## src/rtl/time_pkg.sv

```systemverilog
// Shared encodings, field limits and wrap-around arithmetic for the time-set controller.
package time_pkg;

    typedef enum logic [2:0] {
        ST_IDLE     = 3'd0,
        ST_EDIT_HRS = 3'd1,
        ST_EDIT_MIN = 3'd2,
        ST_EDIT_SEC = 3'd3,
        ST_COMMIT   = 3'd4
    } state_t;

    localparam logic [4:0] HRS_MAX = 5'd23;
    localparam logic [5:0] MS_MAX  = 6'd59;

    localparam logic [1:0] FIELD_NONE = 2'd0;
    localparam logic [1:0] FIELD_HRS  = 2'd1;
    localparam logic [1:0] FIELD_MIN  = 2'd2;
    localparam logic [1:0] FIELD_SEC  = 2'd3;

    function automatic logic [4:0] hrs_step(input logic [4:0] v, input logic up);
        if (up)
            return (v >= HRS_MAX) ? 5'd0 : v + 5'd1;
        else
            return (v == 5'd0 || v > HRS_MAX) ? HRS_MAX : v - 5'd1;
    endfunction

    function automatic logic [5:0] ms_step(input logic [5:0] v, input logic up);
        if (up)
            return (v >= MS_MAX) ? 6'd0 : v + 6'd1;
        else
            return (v == 6'd0 || v > MS_MAX) ? MS_MAX : v - 6'd1;
    endfunction

    function automatic logic is_edit(input state_t s);
        return (s == ST_EDIT_HRS) || (s == ST_EDIT_MIN) || (s == ST_EDIT_SEC);
    endfunction

    function automatic logic [1:0] field_of(input state_t s);
        case (s)
            ST_EDIT_HRS: return FIELD_HRS;
            ST_EDIT_MIN: return FIELD_MIN;
            ST_EDIT_SEC: return FIELD_SEC;
            default:     return FIELD_NONE;
        endcase
    endfunction

endpackage

```

## src/rtl/btn_repeat.sv

```systemverilog
// Rising-edge detect plus hold/auto-repeat timing for one debounced button.
module btn_repeat #(
    parameter int unsigned HOLD_CYC = 500,
    parameter int unsigned REP_CYC  = 100
) (
    input  logic clk_i,
    input  logic reset_i,
    input  logic btn,
    input  logic restart,
    output logic press,
    output logic step
);

    localparam int unsigned CNT_MAX = (HOLD_CYC > REP_CYC) ? HOLD_CYC : REP_CYC;
    localparam int CW = $clog2(CNT_MAX + 1);

    logic          btn_q;
    logic [CW-1:0] cnt;
    logic          rpt;

    assign press = btn & ~btn_q;
    assign rpt   = btn & btn_q & (cnt == '0);
    assign step  = press | rpt;

    // Down-counter: loaded with the hold delay on the edge, then the repeat period.
    always_ff @(posedge clk_i or posedge reset_i) begin
        if (reset_i) begin
            btn_q <= 1'b0;
            cnt   <= '0;
        end else begin
            btn_q <= btn;
            if (!btn)
                cnt <= '0;
            else if (press || restart)
                cnt <= CW'(HOLD_CYC - 1);
            else if (cnt == '0)
                cnt <= CW'(REP_CYC - 1);
            else
                cnt <= cnt - CW'(1);
        end
    end

endmodule

```

## src/rtl/time_set_ctrl.sv

```systemverilog
// Button-driven time-set controller: captures the running time, edits hrs/min/sec, commits.
//  state       | meaning
//  ST_IDLE     | not editing, outputs quiet
//  ST_EDIT_HRS | editing hours
//  ST_EDIT_MIN | editing minutes
//  ST_EDIT_SEC | editing seconds
//  ST_COMMIT   | one-cycle load_o strobe, then back to idle
module time_set_ctrl
    import time_pkg::*;
#(
    parameter int unsigned HOLD_CYC    = 500,
    parameter int unsigned REP_CYC     = 100,
    parameter int unsigned BLINK_CYC   = 250,
    parameter int unsigned TIMEOUT_CYC = 10000
) (
    input  logic       clk_i,
    input  logic       reset_i,
    input  logic       btn_sel,
    input  logic       btn_inc,
    input  logic       btn_dec,
    input  logic [4:0] cur_hrs,
    input  logic [5:0] cur_min,
    input  logic [5:0] cur_sec,
    output logic [4:0] set_hrs,
    output logic [5:0] set_min,
    output logic [5:0] set_sec,
    output logic       load_o,
    output logic       edit_o,
    output logic [1:0] field_o,
    output logic       blink_o
);

    localparam int BW = $clog2(BLINK_CYC + 1);
    localparam int TW = $clog2(TIMEOUT_CYC + 1);

    state_t        state, state_nxt;
    logic          sel_q, sel_edge;
    logic          inc_press, inc_step, dec_press, dec_step;
    logic          both_held, any_edge, in_edit, tmo_hit;
    logic          do_up, do_dn, stepped;
    logic [BW-1:0] blink_cnt;
    logic [TW-1:0] tmo_cnt;

    assign both_held = btn_inc & btn_dec;

    btn_repeat #(.HOLD_CYC(HOLD_CYC), .REP_CYC(REP_CYC)) u_inc (
        .clk_i   (clk_i),
        .reset_i (reset_i),
        .btn     (btn_inc),
        .restart (both_held),
        .press   (inc_press),
        .step    (inc_step)
    );

    btn_repeat #(.HOLD_CYC(HOLD_CYC), .REP_CYC(REP_CYC)) u_dec (
        .clk_i   (clk_i),
        .reset_i (reset_i),
        .btn     (btn_dec),
        .restart (both_held),
        .press   (dec_press),
        .step    (dec_step)
    );

    assign sel_edge = btn_sel & ~sel_q;
    assign any_edge = sel_edge | inc_press | dec_press;
    assign in_edit  = is_edit(state);
    assign tmo_hit  = (tmo_cnt == '0) & ~any_edge;

    // A select edge wins over inc/dec; the opposite button being held blocks a step.
    assign do_up   = in_edit & ~sel_edge & inc_step & ~btn_dec;
    assign do_dn   = in_edit & ~sel_edge & dec_step & ~btn_inc;
    assign stepped = do_up | do_dn;

    always_ff @(posedge clk_i or posedge reset_i) begin
        if (reset_i)
            state <= ST_IDLE;
        else
            state <= state_nxt;
    end

    always_comb begin
        state_nxt = state;
        case (state)
            ST_IDLE: begin
                if (sel_edge)
                    state_nxt = ST_EDIT_HRS;
            end
            ST_EDIT_HRS: begin
                if (sel_edge)
                    state_nxt = ST_EDIT_MIN;
                else if (tmo_hit)
                    state_nxt = ST_IDLE;
            end
            ST_EDIT_MIN: begin
                if (sel_edge)
                    state_nxt = ST_EDIT_SEC;
                else if (tmo_hit)
                    state_nxt = ST_IDLE;
            end
            ST_EDIT_SEC: begin
                if (sel_edge)
                    state_nxt = ST_COMMIT;
                else if (tmo_hit)
                    state_nxt = ST_IDLE;
            end
            ST_COMMIT: state_nxt = ST_IDLE;
            default:   state_nxt = ST_IDLE;
        endcase
    end

    // Status outputs are registered from the next state so they track the state register.
    always_ff @(posedge clk_i or posedge reset_i) begin
        if (reset_i) begin
            sel_q   <= 1'b0;
            edit_o  <= 1'b0;
            field_o <= FIELD_NONE;
            load_o  <= 1'b0;
        end else begin
            sel_q   <= btn_sel;
            edit_o  <= is_edit(state_nxt);
            field_o <= field_of(state_nxt);
            load_o  <= (state_nxt == ST_COMMIT);
        end
    end

    always_ff @(posedge clk_i or posedge reset_i) begin
        if (reset_i) begin
            set_hrs <= '0;
            set_min <= '0;
            set_sec <= '0;
        end else if (state == ST_IDLE && sel_edge) begin
            set_hrs <= (cur_hrs > HRS_MAX) ? HRS_MAX : cur_hrs;
            set_min <= (cur_min > MS_MAX) ? MS_MAX : cur_min;
            set_sec <= (cur_sec > MS_MAX) ? MS_MAX : cur_sec;
        end else if (stepped) begin
            case (state)
                ST_EDIT_HRS: set_hrs <= hrs_step(set_hrs, do_up);
                ST_EDIT_MIN: set_min <= ms_step(set_min, do_up);
                ST_EDIT_SEC: set_sec <= ms_step(set_sec, do_up);
                default: ;
            endcase
        end
    end

    always_ff @(posedge clk_i or posedge reset_i) begin
        if (reset_i) begin
            tmo_cnt <= '0;
        end else if (!is_edit(state_nxt)) begin
            tmo_cnt <= '0;
        end else if (any_edge) begin
            tmo_cnt <= TW'(TIMEOUT_CYC - 1);
        end else if (tmo_cnt != '0) begin
            tmo_cnt <= tmo_cnt - TW'(1);
        end
    end

    // Blink restarts high for a full half-period on edit entry and after every step.
    always_ff @(posedge clk_i or posedge reset_i) begin
        if (reset_i) begin
            blink_o   <= 1'b0;
            blink_cnt <= '0;
        end else if (!is_edit(state_nxt)) begin
            blink_o   <= 1'b0;
            blink_cnt <= '0;
        end else if (!in_edit || stepped) begin
            blink_o   <= 1'b1;
            blink_cnt <= BW'(BLINK_CYC - 1);
        end else if (blink_cnt == '0) begin
            blink_o   <= ~blink_o;
            blink_cnt <= BW'(BLINK_CYC - 1);
        end else begin
            blink_cnt <= blink_cnt - BW'(1);
        end
    end

endmodule
```

## config.mk

```make
export PLATFORM = sky130hd
export DESIGN_NAME = time_set_ctrl
export DESIGN_NICKNAME = d
export VERILOG_FILES = /design/src/rtl/time_pkg.sv /design/src/rtl/btn_repeat.sv /design/src/rtl/time_set_ctrl.sv
export SDC_FILE = /design/constraint.sdc
export NUM_CORES = 1
export LEC_CHECK = 0
export CAP_MARGIN = 20
export CORE_ASPECT_RATIO = 1.1
export CORE_UTILIZATION = 40
export DETAILED_ROUTE_END_ITERATION = 8
export DONT_BUFFER_PORTS = 1
export PLACE_DENSITY = 0.54
export SLEW_MARGIN = 20
export SYNTH_ARGS = -nofsm -noshare
export SYNTH_HDL_FRONTEND = slang
export SYNTH_SLANG_ARGS = --single-unit
```

## constraint.sdc

```tcl
create_clock -name clk_i -period 4.6 [get_ports clk_i]
set_input_delay 0.46 -clock clk_i [delete_from_list [all_inputs] [get_ports clk_i]]
set_output_delay 0.46 -clock clk_i [all_outputs]
set_load 0.02 [all_outputs]
```

* After elaboration in Yosys (flattened, before gate mapping)
Index checks and enable logic that the tools add are counted.
** Cells by class
- Shift operators :: 0
- Bitwise operators :: 27
- Reductions and logical operators :: 28
- $mul :: 0
- Magnitude comparators :: 9
- Divide/modulo/power cells :: 0
- Equality and inequality tests :: 9
- Multiplexer cells :: 43
- Add/subtract/negate cells :: 10
** Operators with widths (count)
- $mux W6 :: 14
- $mux W9 :: 6
- $mux W14 :: 3
- $mux W5 :: 7
- $gt A6 B6 Y1 const B :: 4
- $mux W8 :: 3
- $logic_not A9 Y1 :: 2
- $sub A9 B1 Y9 const B :: 2
- $mux W3 :: 5
- $and A1 B1 Y1 :: 14
- $logic_not A14 Y1 :: 1
- $reduce_bool A14 Y1 :: 1
- $sub A14 B1 Y14 const B :: 1
- $add A6 B1 Y6 const B :: 2
- $eq A3 B2 Y1 const B :: 4
- $ge A6 B6 Y1 const B :: 2
- $logic_not A6 Y1 :: 2
- $pmux W3 S4 :: 1
- $sub A6 B1 Y6 const B :: 2
- $gt A5 B5 Y1 const B :: 2
- $logic_or A1 B1 Y1 :: 10
- $logic_not A8 Y1 :: 1
- $not A1 Y1 :: 8
- $reduce_bool A2 Y1 :: 4
- other kinds (16) :: 25
** Storage, ports and cells
- Bits in writable memories :: 0
- ROM bits :: 0
- Memories kept :: 0
- Bits in latches :: 0
- Output and inout bits :: 22
- Input port bits :: 22
- Word-level logic and storage cells :: 141
- Register bits :: 68

* Logic depth before layout (Yosys ltp)
Gate-level depths: netlist (run 1).
- Word-level depth :: 13
- Gate-level depth with buffers :: 10
- Mapped depth without buffers :: 8

* Modules after synthesis
A second synthesis (run 1) with hierarchy kept.
** Unflattened totals
- Cells, all modules :: 466
- Area, all modules :: 4225.3 um^2
** By module, submodules not included
- time_set_ctrl :: sequential area each 1201.2 um^2, area each 3219.3 um^2, times used 1, cells an instance 364
- btn_repeat :: sequential area each 250.2 um^2, area each 503.0 um^2, times used 2, cells an instance 51

* Worst setup path before layout (run 1)
Ideal clock, no wire load.
- Path kind :: reg-to-reg
- Start :: register u_inc.cnt[0]
- End :: register set_sec[0]
- Library setup time :: 123 ps
- Required time :: 4477 ps
- Arrival :: 2077 ps
- Slack :: 2401 ps
- Buffers on the path :: 2
- Period minus slack after synthesis :: 2199 ps
- Stages on the path, launching flop included :: 11
- Path through :: dfrtp_1 > inv_1 > ha_1 > or4b_4 > o21ai_2 > nand2_2 > buf_6 > buf_6 > a21oi_1 > nor2_1 > o221a_2
** Between the ends
- Word-level cells in the longest chain between the ends :: 9
- Elaborated cells between the ends (all ways) :: 12
- Those cells by class :: mux: 4; bitwise: 5; reduce/logical: 3
** Ends and longest elaborated chain
- start, declared :: line btn_repeat.sv:18 : logic [CW-1:0] cnt;
- start signal, assigned :: line btn_repeat.sv:35 : cnt <= CW'(HOLD_CYC - 1);
- start signal, assigned :: line btn_repeat.sv:37 : cnt <= CW'(REP_CYC - 1);
- start signal, assigned :: line btn_repeat.sv:39 : cnt <= cnt - CW'(1);
- $logic_not A9 Y1 (*) :: line btn_repeat.sv:22 : assign rpt = btn & btn_q & (cnt == '0);
- $and A1 B1 Y1 (*) :: line btn_repeat.sv:22
- $or A1 B1 Y1 (*) :: line btn_repeat.sv:23 : assign step = press | rpt;
- $and A1 B1 Y1 (*) (2 in series) :: line time_set_ctrl.sv:70 : assign do_up = in_edit & ~sel_edge & inc_step & ~btn_dec;
- $mux W6 :: line time_pkg.sv:28 : if (up)
- $mux W6 :: line time_set_ctrl.sv:136 : case (state)
- $mux W6 :: line time_set_ctrl.sv:135 : end else if (stepped) begin
- $mux W6 :: line time_set_ctrl.sv:131 : end else if (state == ST_IDLE && sel_edge) begin
- end signal, assigned :: line time_set_ctrl.sv:134 : set_sec <= (cur_sec > MS_MAX) ? MS_MAX : cur_sec;
- end signal, assigned :: line time_set_ctrl.sv:139 : ST_EDIT_SEC: set_sec <= ms_step(set_sec, do_up);
- end, declared :: line time_set_ctrl.sv:26 : output logic [5:0] set_sec,
Mark *: on every way between the ends. The rest lies on a longest branch, timed or not. The select of a mux whose other input is x is not followed.
A chain may end at the register's enable or synchronous reset.

* Final worst setup path (run 1)
- Start :: register u_inc.cnt[0]
- End :: register set_min[2]
** Between the ends
- Word-level cells in the longest chain between the ends :: 9
- Elaborated cells between the ends (all ways) :: 12
- Those cells by class :: mux: 4; bitwise: 5; reduce/logical: 3
** Ends and longest elaborated chain
- $logic_not A9 Y1 (*) :: line btn_repeat.sv:22
- $and A1 B1 Y1 (*) :: line btn_repeat.sv:22
- $or A1 B1 Y1 (*) :: line btn_repeat.sv:23
- $and A1 B1 Y1 (*) (2 in series) :: line time_set_ctrl.sv:70
- $mux W6 :: line time_pkg.sv:28
- $mux W6 :: line time_set_ctrl.sv:136
- $mux W6 :: line time_set_ctrl.sv:135
- $mux W6 :: line time_set_ctrl.sv:131
- end signal, assigned :: line time_set_ctrl.sv:133 : set_min <= (cur_min > MS_MAX) ? MS_MAX : cur_min;
- end signal, assigned :: line time_set_ctrl.sv:138 : ST_EDIT_MIN: set_min <= ms_step(set_min, do_up);
- end, declared :: line time_set_ctrl.sv:25 : output logic [5:0] set_min,
Marks and branches as above.

==> impl_metrics.csv, run 1 <==
group,metric,value,unit
routing,post-route-drc-count,0,
power,total_power,2.951,mW
clock_network,htree_levels,3,
clock_network,holdBufCountCts,0,
worst_setup_path,setup.worst_path.end_class,"flip-flop",
clock_network,postCtsResizedCells,0,
clock_network,cts.root.buffer_cell,"sky130_fd_sc_hd__clkbuf_16",
power,power.share.clock,0.237,
global_route,grt_max_degree,38,
power,p_leak,1.884,nW
layout,layout-drive-gt1-share,0.1025,
placement,placed_cells,605,
placement,gp_congestion,0.7995,
placement,placement.io_buffers,0,
placement,hpwl,6970,um
clock_network,worst_skew_pair.late_latency,330,ps
worst_setup_path,setup.worst_path.start_class,"flip-flop",
routing,wire_per_inst,15.95,um
logic_synthesis,synth.net_count,519,
layout,area_delta_synth_final,8.883,%
floorplan,dieHeight,111.0,um
clock_network,post_cts_buffers,0,
sta,finalClockSkew,6.575,ps
clock_network,number_of_clock_sinks_seen_by_cts,68,
global_route,grt.met1_usage,0.2518,
routing,initial_detailed_routing_violation_count,202,
routing,routed_wire_length,9902,um
logic_synthesis,number_of_enable_type_register_cells_in_the_synthesized_netlist,0,
worst_setup_path,crit_path_max_incr_delay,510,ps
routing,drt-vias-per-instance,5.655,
logic_synthesis,async_reset_ff_frac,1.000,
sta,achievable-frequency,398.2,MHz
power,internal_power,1.706,mW
clock_network,cts_made_buffers,9,
global_route,grt_util_met2,0.2975,
logic_synthesis,seq_area_frac_synth,0.3935,
logic_synthesis,mappedNetlistArea,4324,um2
floorplan,boundaryPins,44,
global_route,antenna_found_initial,0,
sta,post-route-min-period,2511,ps
worst_setup_path,path_max_fanout,20,
layout,post_layout_nonfiller_instances,621,
global_route,grt_first_pass_wirelength,16790,um
floorplan,initial_core_util,0.4141,
power,sw_frac_of_total,0.4219,
floorplan,core-area,10440,um2
worst_setup_path,timing.critical_path.slowest_stage_cell,"sky130_fd_sc_hd__or4b_4",
logic_synthesis,synth-seq-cells,68,
layout,antenna-diode-count,0,
min_path,timing.hold.worst.class,"in2async",
sta,fin_tns_setup,0,ps
global_route,grt_most_used_layer,"met2",
sta,period_share,0.5460,
power,vdd_drop_max,0.3074,mV
floorplan,num_rows,39,
worst_setup_path,timing.critical_path.buf_inv,1,
sta,finalSetupViolations,0,
clock_network,path_clk_slew,60,ps
global_route,first_global_vias,3457,
worst_setup_path,worst-r2r-cell-count,8,
outcome,run_status,"finished clean",
sta,finalHoldViolCount,0,
worst_setup_path,worst_ep_arrival_time,2710,ps
logic_synthesis,yosys_most_used_dff,"sky130_fd_sc_hd__dfrtp_1",
sta,worst-slew-pin-transition,893.5,ps
routing,first_pass_iters,4,
worst_setup_path,critPathKind,"reg2reg",
logic_synthesis,synth.avg_cell_area,8.934,um2
global_route,met3_usage,0.04477,
floorplan,die_area,11230,um2
flow_run,drv_cap,0,
layout,layout.nets,508,
worst_setup_path,crit_path_cell_trace,"inv_1 > ha_1 > or4b_4 > o21ai_2 > nand2_2 > a32o_1 > o221ai_2 > o211ai_2",
power,proportion_of_power_drawn_by_flip_flops_and_latches,0.400,
routing,drt.antenna.violating_nets,0,
power,power_per_cell_area,626.8,nW/um2
power,p_comb_frac,0.363,
logic_synthesis,ys.warnings.count,0,
worst_setup_path,worst_r2r_endpoint,"set_min[2]",
logic_synthesis,syn_inst,484,
power,p_sw,1.245,mW
sta,finalMaxSlewViolations,0,
routing,routed_via_count,3512,
worst_setup_path,rrSetupSlack,2090,ps
clock_network,cts_tree,"done",
logic_synthesis,synthDistinctLibCells,84,
floorplan,die_width,101.1,um
sta,maxSlewHeadroom,0.4043,
clock_network,cts-root-to-sink-buffers,2,
worst_setup_path,critPathRequiredTime,4800,ps
global_route,grt_remaining_overflow,0,
worst_setup_path,r2r_start,"u_inc.cnt[0]",
sta,rsz0062_at_grt,"false",
worst_setup_path,cp_top_family,"compound AO/OA/AOI/OAI gates",
global_route,track_usage,0.1885,
==> worst max-delay path by stage <==
stage                 start          to  slack (ps)  cells past startpoint
2_1_floorplan  u_inc.cnt[0]  set_sec[0]        2400                     10
3_3_place_gp   u_inc.cnt[0]  set_min[2]        2150                      8
3_5_place_dp   u_inc.cnt[0]  set_min[2]        2070                      8
4_1_cts        u_inc.cnt[0]  set_min[2]        2090                      8
5_1_grt        u_dec.cnt[0]  set_hrs[4]        1960                      8
6_report       u_inc.cnt[0]  set_min[2]        2090                      8
==> worst register-to-register path, delay by kind of cell, from the launching register on <==
kind	cells	cell delay [ps]
buf+inv	1	80
simple gates	2	830
flops	1	390
compound gates	4	900
fa+ha+maj	1	190
==> per-layer routing <==
| metal | wire length [um] | part of all wire |
|---|---|---|
| met1 | 4583 | 0.46 |
| met2 | 4786 | 0.48 |
| met3 | 407 | 0.041 |
| met4 | 124 | 0.013 |
| met5 | 0 | 0 |
==> cell type report <==
type,count,area (um2)
clock buffers,12,256.5
clock inverters,4,47.55
fillers,1039,5734
inverters,30,112.6
multi-input cells,362,2396
flip-flops and latches,68,1702
well taps,143,178.9
repair buffers,2,15.01
==> placed cells by master, fill, tap and decap left out, drive strengths merged, types with 11 or more instances in the layout <==
cell    Yosys  layout
clkbuf     17      12
nor3       30      30
o21ai      25      25
nand3      16      16
ha         13      13
inv        30      30
xnor2      23      23
nand2b     11      11
nand2      30      30
a21oi      47      47
nor2       47      47
dfrtp      68      68
==> cell usage after synthesis (3+ instances only) <==
cell,instances,share of area
sky130_fd_sc_hd__nand2_1,28,0.024
sky130_fd_sc_hd__xor2_1,6,0.012
sky130_fd_sc_hd__a31oi_1,5,0.0072
sky130_fd_sc_hd__nor2b_1,3,0.0043
sky130_fd_sc_hd__o21ai_0,22,0.025
sky130_fd_sc_hd__and2_1,6,0.0087
sky130_fd_sc_hd__and3_1,5,0.0072
sky130_fd_sc_hd__a221o_1,3,0.0069
sky130_fd_sc_hd__nand2b_1,11,0.016
sky130_fd_sc_hd__ha_1,13,0.038
sky130_fd_sc_hd__inv_1,29,0.025
sky130_fd_sc_hd__buf_2,4,0.0046
sky130_fd_sc_hd__o22ai_1,3,0.0043
sky130_fd_sc_hd__nor3b_1,4,0.0069
sky130_fd_sc_hd__or3_1,5,0.0072
sky130_fd_sc_hd__or4_4,3,0.0078
sky130_fd_sc_hd__nor4_1,7,0.010
sky130_fd_sc_hd__nand3_1,16,0.019
sky130_fd_sc_hd__clkbuf_1,16,0.014
sky130_fd_sc_hd__o21a_1,3,0.0052
sky130_fd_sc_hd__nor3_1,29,0.034
sky130_fd_sc_hd__or4_1,3,0.0052
sky130_fd_sc_hd__dfrtp_1,68,0.39
sky130_fd_sc_hd__a21oi_1,46,0.053
sky130_fd_sc_hd__nor2_1,46,0.040
sky130_fd_sc_hd__a21boi_0,5,0.0087
sky130_fd_sc_hd__xnor2_1,23,0.047
sky130_fd_sc_hd__a32oi_1,3,0.0061
==> flip-flops by register name, indices dropped and copies added, names as in the netlist <==
signal       cells
blink_o          1
set_hrs          5
set_sec          6
field_o          2
sel_q            1
u_inc.cnt        9
u_dec.btn_q      1
u_inc.btn_q      1
blink_cnt        8
u_dec.cnt        9
tmo_cnt         14
state            3
edit_o           1
set_min          6
load_o           1
==> cells by family (layout without fill, tap and decap cells) <==
| family | after synthesis | after routing | synth area share |
|---|---|---|---|
| AOI/OAI and AO/OA | 134 | 134 | 0.2222 |
| xor gates and xnor gates | 29 | 29 | 0.05874 |
| adders and majority gates | 13 | 13 | 0.03762 |
| and+or+nand+nor | 185 | 185 | 0.2315 |
| muxes | 1 | 1 | 0.002604 |
| buffers and inverters | 54 | 48 | 0.05382 |
| DFF | 68 | 68 | 0.3935 |
==> per-stage QoR <==
| stage | setup WS (ps) | cell area, um2 | hold WS, ps | utilization |
|---|---|---|---|---|
| 5_1_grt | 1957 | 4708 | 141.0 | 0.4509 |
| 4_1_cts | 2092 | 4708 | 147.3 | 0.4509 |
| 6_report | 2089 | 4708 | 151.1 | 0.4509 |
| 2_1_floorplan | 2401 | 4324 | 439.2 | - |
| 3_5_place_dp | 2074 | 4404 | 465.7 | 0.4218 |
| 3_3_place_gp | 2152 | 4404 | 473.5 | 0.4218 |
==> power by group through the flow <==
| stage | registers [mW] | clock network [mW] | logic, mW |
|---|---|---|---|
| 4_1_cts | 1.18 | 0.717 | 1.08 |
| 3_5_place_dp | 1.19 | 0 | 1.07 |
| 3_3_place_gp | 1.18 | 0 | 1.05 |
| 5_1_grt | 1.22 | 0.747 | 1.21 |
| 6_report | 1.18 | 0.701 | 1.07 |
| 2_1_floorplan | 1.02 | 0 | 1.00 |
Note: power is estimated with default switching activity, not from simulation.
==> run 2, diff against run 1 <==
==> constraint.sdc (replaced) <==
create_clock -name clk_i -period 2.35 [get_ports clk_i]
set_input_delay 0.235 -clock clk_i [delete_from_list [all_inputs] [get_ports clk_i]]
set_output_delay 0.235 -clock clk_i [all_outputs]
set_load 0.02 [all_outputs]
==> run 2 against run 1 <==
  * Register-to-register slack worse by 2000 ps
  * Clock skew is 0.94 ps higher
  * Combinational power is 140% higher
  * Clock-buffer cell count is 1 lower
  * First-iteration DRC count is 29% higher
  * Sequential power is 79% higher
  * Largest cell class unchanged
  * Highest routed layer unchanged
==> impl_metrics.csv, run 2 (synthesis gave the netlist of run 1 again) <==
group,metric,value,unit
layout,mostFrequentLayoutCell,"sky130_fd_sc_hd__dfrtp_1",
placement,hpwl,7534,um
global_route,antenna_found_initial,0,
clock_network,cts_tree,"done",
routing,drt.antenna.violating_nets,0,
worst_setup_path,worst_ep_arrival_time,2510,ps
routing,routed_wire_length,10410,um
global_route,grt_remaining_overflow,0,
sta,fin_tns_setup,0,ps
sta,rsz0062_at_grt,"true",
worst_setup_path,setup.worst_path.start_class,"flip-flop",
floorplan,die_area,11230,um2
routing,post-route-drc-count,0,
sta,achievable-frequency,435.8,MHz
flow_run,drv_cap,0,
layout,most-common-layout-cells,"sky130_fd_sc_hd__dfrtp_1, sky130_fd_sc_hd__nor2_1, sky130_fd_sc_hd__a21oi_1",
min_path,min_path_cells,1,
floorplan,initial_core_util,0.4141,
worst_setup_path,crit_path_cell_trace,"inv_1 > ha_1 > or4b_4 > o21ai_4 > buf_4 > a22o_2 > a21oi_1 > a221o_1",
worst_setup_path,rrSetupSlack,60,ps
clock_network,htree_levels,3,
clock_network,worst_skew_pair.late_latency,330,ps
clock_network,number_of_clock_sinks_seen_by_cts,68,
global_route,grt_max_degree,27,
worst_setup_path,setup.worst_path.end_class,"flip-flop",
power,p_sw,2.502,mW
floorplan,boundaryPins,44,
global_route,track_usage,0.2033,
placement,placement.io_buffers,0,
worst_setup_path,timing.critical_path.buf_inv,2,
worst_setup_path,critPathRequiredTime,2570,ps
power,vdd_drop_max,0.7103,mV
power,p_leak,2.102,nW
power,power.share.clock,0.238,
layout,area_delta_synth_final,16.98,%
clock_network,cts_made_buffers,9,
sta,hold-worst-slack,20.60,ps
global_route,grt_first_pass_wirelength,17730,um
min_path,timing.hold.worst.class,"in2reg",
routing,drt-vias-per-instance,5.643,
clock_network,cts-root-to-sink-buffers,2,
worst_setup_path,cp_top_family,"compound AO/OA/AOI/OAI gates",
sta,post-route-min-period,2295,ps
floorplan,core-area,10440,um2
layout,layout-drive-gt1-share,0.1686,
min_path,min-delay-start,"btn_dec",
worst_setup_path,worst_r2r_endpoint,"set_hrs[1]",
min_path,holdPathEnd,"u_dec.cnt[5]",
floorplan,die_width,101.1,um
floorplan,dieHeight,111.0,um
clock_network,cts.root.buffer_cell,"sky130_fd_sc_hd__clkbuf_16",
sta,worst-slew-pin-transition,591.9,ps
sta,period_share,0.9764,
floorplan,num_rows,39,
routing,initial_detailed_routing_violation_count,261,
layout,layout.nets,546,
worst_setup_path,crit_path_max_incr_delay,500,ps
sta,finalMaxSlewViolations,0,
power,internal_power,3.603,mW
routing,routed_via_count,3719,
layout,reg_top3,"tmo_cnt (14), u_dec.cnt (9), u_inc.cnt (9)",
clock_network,path_clk_slew,60,ps
outcome,run_status,"finished clean",
worst_setup_path,worst-r2r-cell-count,8,
routing,first_pass_iters,5,
worst_setup_path,critPathKind,"reg2reg",
placement,gp_congestion,0.8206,
global_route,first_global_vias,3600,
sta,finalHoldViolCount,0,
sta,maxSlewHeadroom,0.6046,
worst_setup_path,timing.critical_path.slowest_stage_cell,"sky130_fd_sc_hd__or4b_4",
power,proportion_of_power_drawn_by_flip_flops_and_latches,0.345,
layout,flip_flop_count_of_the_largest_register_after_layout,14,
power,p_comb_frac,0.417,
worst_setup_path,r2r_start,"u_inc.cnt[0]",
power,sw_frac_of_total,0.4098,
power,power_per_cell_area,1207,nW/um2
routing,wire_per_inst,15.80,um
layout,largest-register,"tmo_cnt",
sta,finalSetupViolations,0,
sta,finalClockSkew,7.517,ps
worst_setup_path,path_max_fanout,3,
layout,antenna-diode-count,0,
==> run 2: layer usage <==
metal / share of wire / routed length (um) / vias up / global-route usage
met5: 0 / 0 / - / 0
met4: 0.016 / 162 / 0 / 0.08019
met3: 0.042 / 435 / 10 / 0.04414
met2: 0.49 / 5147 / 89 / 0.3297
met1: 0.45 / 4668 / 1809 / 0.2614
li1: - / - / 1811 / -
==> run 2: layout make-up <==
class,count,area [um2]
inverters,30,112.6
clock buffers,11,242.7
flip-flops and latches,68,1702
fillers,1019,5384
multi-input cells,362,2425
well taps,143,178.9
repair buffers,40,322.8
clock inverters,5,75.07
==> run 2: metrics by stage <==
stage | instance area (um2) | power, mW | util | setup slack (ps) | instances
after floorplan | 4324 | 3.966 | - | 150.6 | 484
after detailed placement | 4672 | 4.626 | 0.4474 | 15.31 | 639
after CTS | 5042 | 6.129 | 0.4829 | 6.626 | 659
final | 5059 | 6.104 | 0.4844 | 55.38 | 659
after global placement | 4672 | 4.608 | 0.4474 | 65.86 | 639
after global routing | 5059 | 6.557 | 0.4844 | -33.54 | 659
==> run 2: what timing repair did <==
action | CTS | global route
endpoints found under the hold margin | 23 | 0
hold buffers | 4 | 0
resized for setup | 2 | 4
pin swaps | 0 | 2
endpoints found under the setup margin | 2 | 14
setup buffers | 0 | 0
==> run 2: worst max path at each step <==
stage | from | to | depth (start not counted)
after detailed placement | u_inc.cnt[0] | set_hrs[4] | 7
after CTS | u_inc.cnt[0] | set_sec[2] | 9
after floorplan | u_inc.cnt[0] | set_sec[0] | 10
after global placement | u_inc.cnt[0] | set_hrs[0] | 9
after global routing | u_inc.cnt[0] | set_sec[2] | 9
final | u_inc.cnt[0] | set_hrs[1] | 8
==> run 2: power groups by stage <==
stage          clock [mW]  sequential, mW  combinational, mW
2_1_floorplan           0            2.00               1.96
3_3_place_gp            0            2.11               2.50
3_5_place_dp            0            2.12               2.50
4_1_cts              1.49            2.10               2.54
5_1_grt              1.55            2.18               2.83
6_report             1.45            2.11               2.55
==> run 3, diff against run 2 <==
--- a/config.mk
+++ b/config.mk
@@ -14,4 +14,5 @@
 export SLEW_MARGIN = 20
 export SYNTH_ARGS = -nofsm -noshare
 export SYNTH_HDL_FRONTEND = slang
+export SYNTH_HIERARCHICAL = 1
 export SYNTH_SLANG_ARGS = --single-unit
==> run 3 against run 2 <==
  * The flow now finishes with violations (setup timing)
  * Clock skew up 5.6 ps
  * Sequential power barely moved
  * Maximum frequency shrank 21%
  * Cell count increased by 4.9%
  * Worst hold slack gained 5.7 ps
  * Routed wire length grew 3.8%
  * Die area decreased by 2.2%
  * Clock power fell by 40%
  * Non-clock buffer count rose by 49
  * Power down 3.5%
  * Critical path type unchanged
  * Highest routed layer unchanged
==> impl_metrics.csv, run 3 <==
group,metric,value,unit
routing,wire_per_inst,15.65,um
sta,post-route-min-period,2914,ps
clock_network,cts.root.buffer_cell,"sky130_fd_sc_hd__clkbuf_8",
layout,flip_flop_count_of_the_largest_register_after_layout,14,
clock_network,cts_tree,"done",
logic_synthesis,syn_inst,466,
placement,placed_cells,652,
global_route,antenna_found_initial,0,
floorplan,dieHeight,109.8,um
layout,area_delta_synth_final,28.34,%
routing,post-route-drc-count,0,
worst_setup_path,critPathKind,"reg2reg",
layout,layout-drive-gt1-share,0.2940,
outcome,violations,"setup timing",
routing,initial_detailed_routing_violation_count,162,
routing,routed_via_count,3784,
flow_run,drv_cap,0,
power,power_per_cell_area,1086,nW/um2
logic_synthesis,synth_area_leaders,"sky130_fd_sc_hd__dfrtp_1, sky130_fd_sc_hd__a21oi_1, sky130_fd_sc_hd__xnor2_1, sky130_fd_sc_hd__nor2_1, sky130_fd_sc_hd__ha_1",
floorplan,die_width,100.0,um
placement,gp_congestion,0.8701,
sta,finalClockSkew,13.09,ps
logic_synthesis,seq_area_frac_synth,0.4027,
power,vdd_drop_max,0.6783,mV
placement,setup_slack_placement,-584.9,ps
power,total_power,5.889,mW
sta,achievable-frequency,343.2,MHz
logic_synthesis,netlist.top_cell.by_area,"sky130_fd_sc_hd__dfrtp_1",
layout,filler_cell_count,941,
clock_network,cts_made_buffers,9,
logic_synthesis,synth.net_count,501,
logic_synthesis,async_reset_ff_frac,1.000,
placement,hpwl,7673,um
clock_network,path_clk_slew,80,ps
sta,rsz0062_at_grt,"true",
clock_network,number_of_clock_sinks_seen_by_cts,68,
logic_synthesis,mappedNetlistArea,4225,um2
clock_network,cts-root-to-sink-buffers,2,
layout,antenna-diode-count,0,
routing,routed_wire_length,10810,um
worst_setup_path,crit_path_end,"set_hrs[3]",
worst_setup_path,worst_ep_arrival_time,3160,ps
worst_setup_path,setup.worst_path.start_class,"flip-flop",
logic_synthesis,post-synth-top-count-cell,"sky130_fd_sc_hd__dfrtp_1",
layout,post_layout_nonfiller_instances,691,
layout,reg_top3,"tmo_cnt (14), u_dec/cnt (9), u_inc/cnt (9)",
worst_setup_path,setup.worst_path.start,"u_inc/cnt[0]",
worst_setup_path,critPathRequiredTime,2600,ps
logic_synthesis,synth.avg_cell_area,9.067,um2
worst_setup_path,rrSetupSlack,-560,ps
global_route,grt_remaining_overflow,0,
worst_setup_path,r2r_start,"u_inc/cnt[0]",
worst_setup_path,setup.worst_path.end_class,"flip-flop",
layout,layout.nets,581,
floorplan,num_rows,38,
logic_synthesis,synth-seq-cells,68,
global_route,grt_max_degree,29,
floorplan,die_area,10980,um2
clock_network,worst_skew_pair.late_latency,360,ps
logic_synthesis,yosys_most_used_dff,"sky130_fd_sc_hd__dfrtp_1",
logic_synthesis,synth_top_cell_area_share,0.4027,
worst_setup_path,path_max_fanout,5,
layout,area_taken_by_flip_flops_and_latches,1702,um2
logic_synthesis,yosys-top-cells-count,"sky130_fd_sc_hd__dfrtp_1, sky130_fd_sc_hd__a21oi_1, sky130_fd_sc_hd__nor2_1",
sta,finalMaxSlewViolations,0,
worst_setup_path,worst_r2r_endpoint,"set_hrs[3]",
routing,drt-vias-per-instance,5.476,
layout,postLayoutCellArea,5423,um2
global_route,track_usage,0.2051,
min_path,timing.hold.worst.class,"in2reg",
routing,drt.antenna.violating_nets,0,
sta,worst-slew-pin-transition,701.1,ps
floorplan,initial_core_util,0.4192,
routing,first_pass_iters,4,
floorplan,core-area,10080,um2
global_route,first_global_vias,3703,
placement,placement.io_buffers,0,
sta,period_share,1.240,
layout,largest-register,"tmo_cnt",
layout,mostFrequentLayoutCell,"sky130_fd_sc_hd__buf_4",
layout,multiInputGateArea,2535,um2
logic_synthesis,synthDistinctLibCells,69,
sta,maxSlewHeadroom,0.5304,
clock_network,htree_levels,3,
power,p_leak,2.303,nW
worst_setup_path,worst-r2r-cell-count,12,
sta,finalHoldViolCount,0,
sta,post-route-worst-setup-slack,-564.1,ps
global_route,grt_first_pass_wirelength,17820,um
logic_synthesis,ys.warnings.count,6,
layout,most-common-layout-cells,"sky130_fd_sc_hd__buf_4, sky130_fd_sc_hd__dfrtp_1, sky130_fd_sc_hd__nor2_1",
logic_synthesis,number_of_enable_type_register_cells_in_the_synthesized_netlist,0,
sta,finalSetupViolations,26,
placement,dpl-instance-area,4823,um2
outcome,run_status,"finished with violations",
floorplan,boundaryPins,44,
==> run 3: final cells by class <==
cell class | count | area share
Multi-Input combinational cell | 351 | 0.4675
Timing Repair Buffer | 89 | 0.1345
Sequential cell | 68 | 0.3138
Clock buffer | 9 | 0.02284
Inverter | 27 | 0.01915
Clock inverter | 7 | 0.009922
Tap cell | 140 | 0.03230
==> run 3: repair_timing <==
action	in CTS	in global routing
gates cloned	0	0
gates resized for setup	41	15
hold buffers	4	1
endpoints found under the setup margin	25	26
setup buffers	15	4
pin swaps	29	19
endpoints found under the hold margin	51	1
==> run 3: how the worst min path moves through the flow <==
stage	to	cells past startpoint	start	slack (ps)
6_report	u_dec/cnt[8]	2	btn_dec	30
3_3_place_gp	u_inc/cnt[6]	1	reset_i	130
4_1_cts	u_inc/cnt[8]	2	btn_inc	0.5
2_1_floorplan	u_dec/btn_q	1	reset_i	80
3_5_place_dp	u_inc/cnt[6]	1	reset_i	130
5_1_grt	set_min[0]	2	cur_min[0]	30
==> run 3: kinds of logic after synthesis <==
family / Yosys count / share of synthesized area
compound gates: 126 / 0.1969
xor+xnor: 33 / 0.06840
fa+ha+maj: 13 / 0.03850
buf+inv: 47 / 0.04945
flops: 68 / 0.4027
mux: 1 / 0.002369
simple gates: 178 / 0.2416
==> run 3: per-layer routing <==
layer / global-route usage / wire [um]
met3: 0.04069 / 443
met4: 0.05901 / 125
met1: 0.2684 / 4866
met5: 0 / 0
met2: 0.3448 / 5377
==> run 3: power breakdown <==
group | internal, mW | total, mW | switching [mW]
Clock | 0.385 | 0.875 | 0.490
Sequential | 1.54 | 2.08 | 0.547
Combinational | 1.35 | 2.93 | 1.59
==> run 3: per-stage QoR <==
stage	utilization	TNS, ps	hold slack, ps
3_5_place_dp	0.4785	-9382	132.1
3_3_place_gp	0.4785	-8678	129.8
6_report	0.5380	-8234	26.34
4_1_cts	0.5287	-10680	0.4819
5_1_grt	0.5380	-11780	33.42
2_1_floorplan	-	-7853	75.18
==> run 3: worst max-delay path, stage by stage (launching register included) <==
cell	delay, ps
sky130_fd_sc_hd__dfrtp_1	400
sky130_fd_sc_hd__inv_2	80
sky130_fd_sc_hd__ha_4	120
sky130_fd_sc_hd__or4b_4	480
sky130_fd_sc_hd__nor4b_4	250
sky130_fd_sc_hd__nor2b_1	70
sky130_fd_sc_hd__nor2_1	90
sky130_fd_sc_hd__nand2b_1	140
sky130_fd_sc_hd__buf_6	170
sky130_fd_sc_hd__a211o_1	290
sky130_fd_sc_hd__a211o_1	320
sky130_fd_sc_hd__a41o_1	220
sky130_fd_sc_hd__a22o_1	170
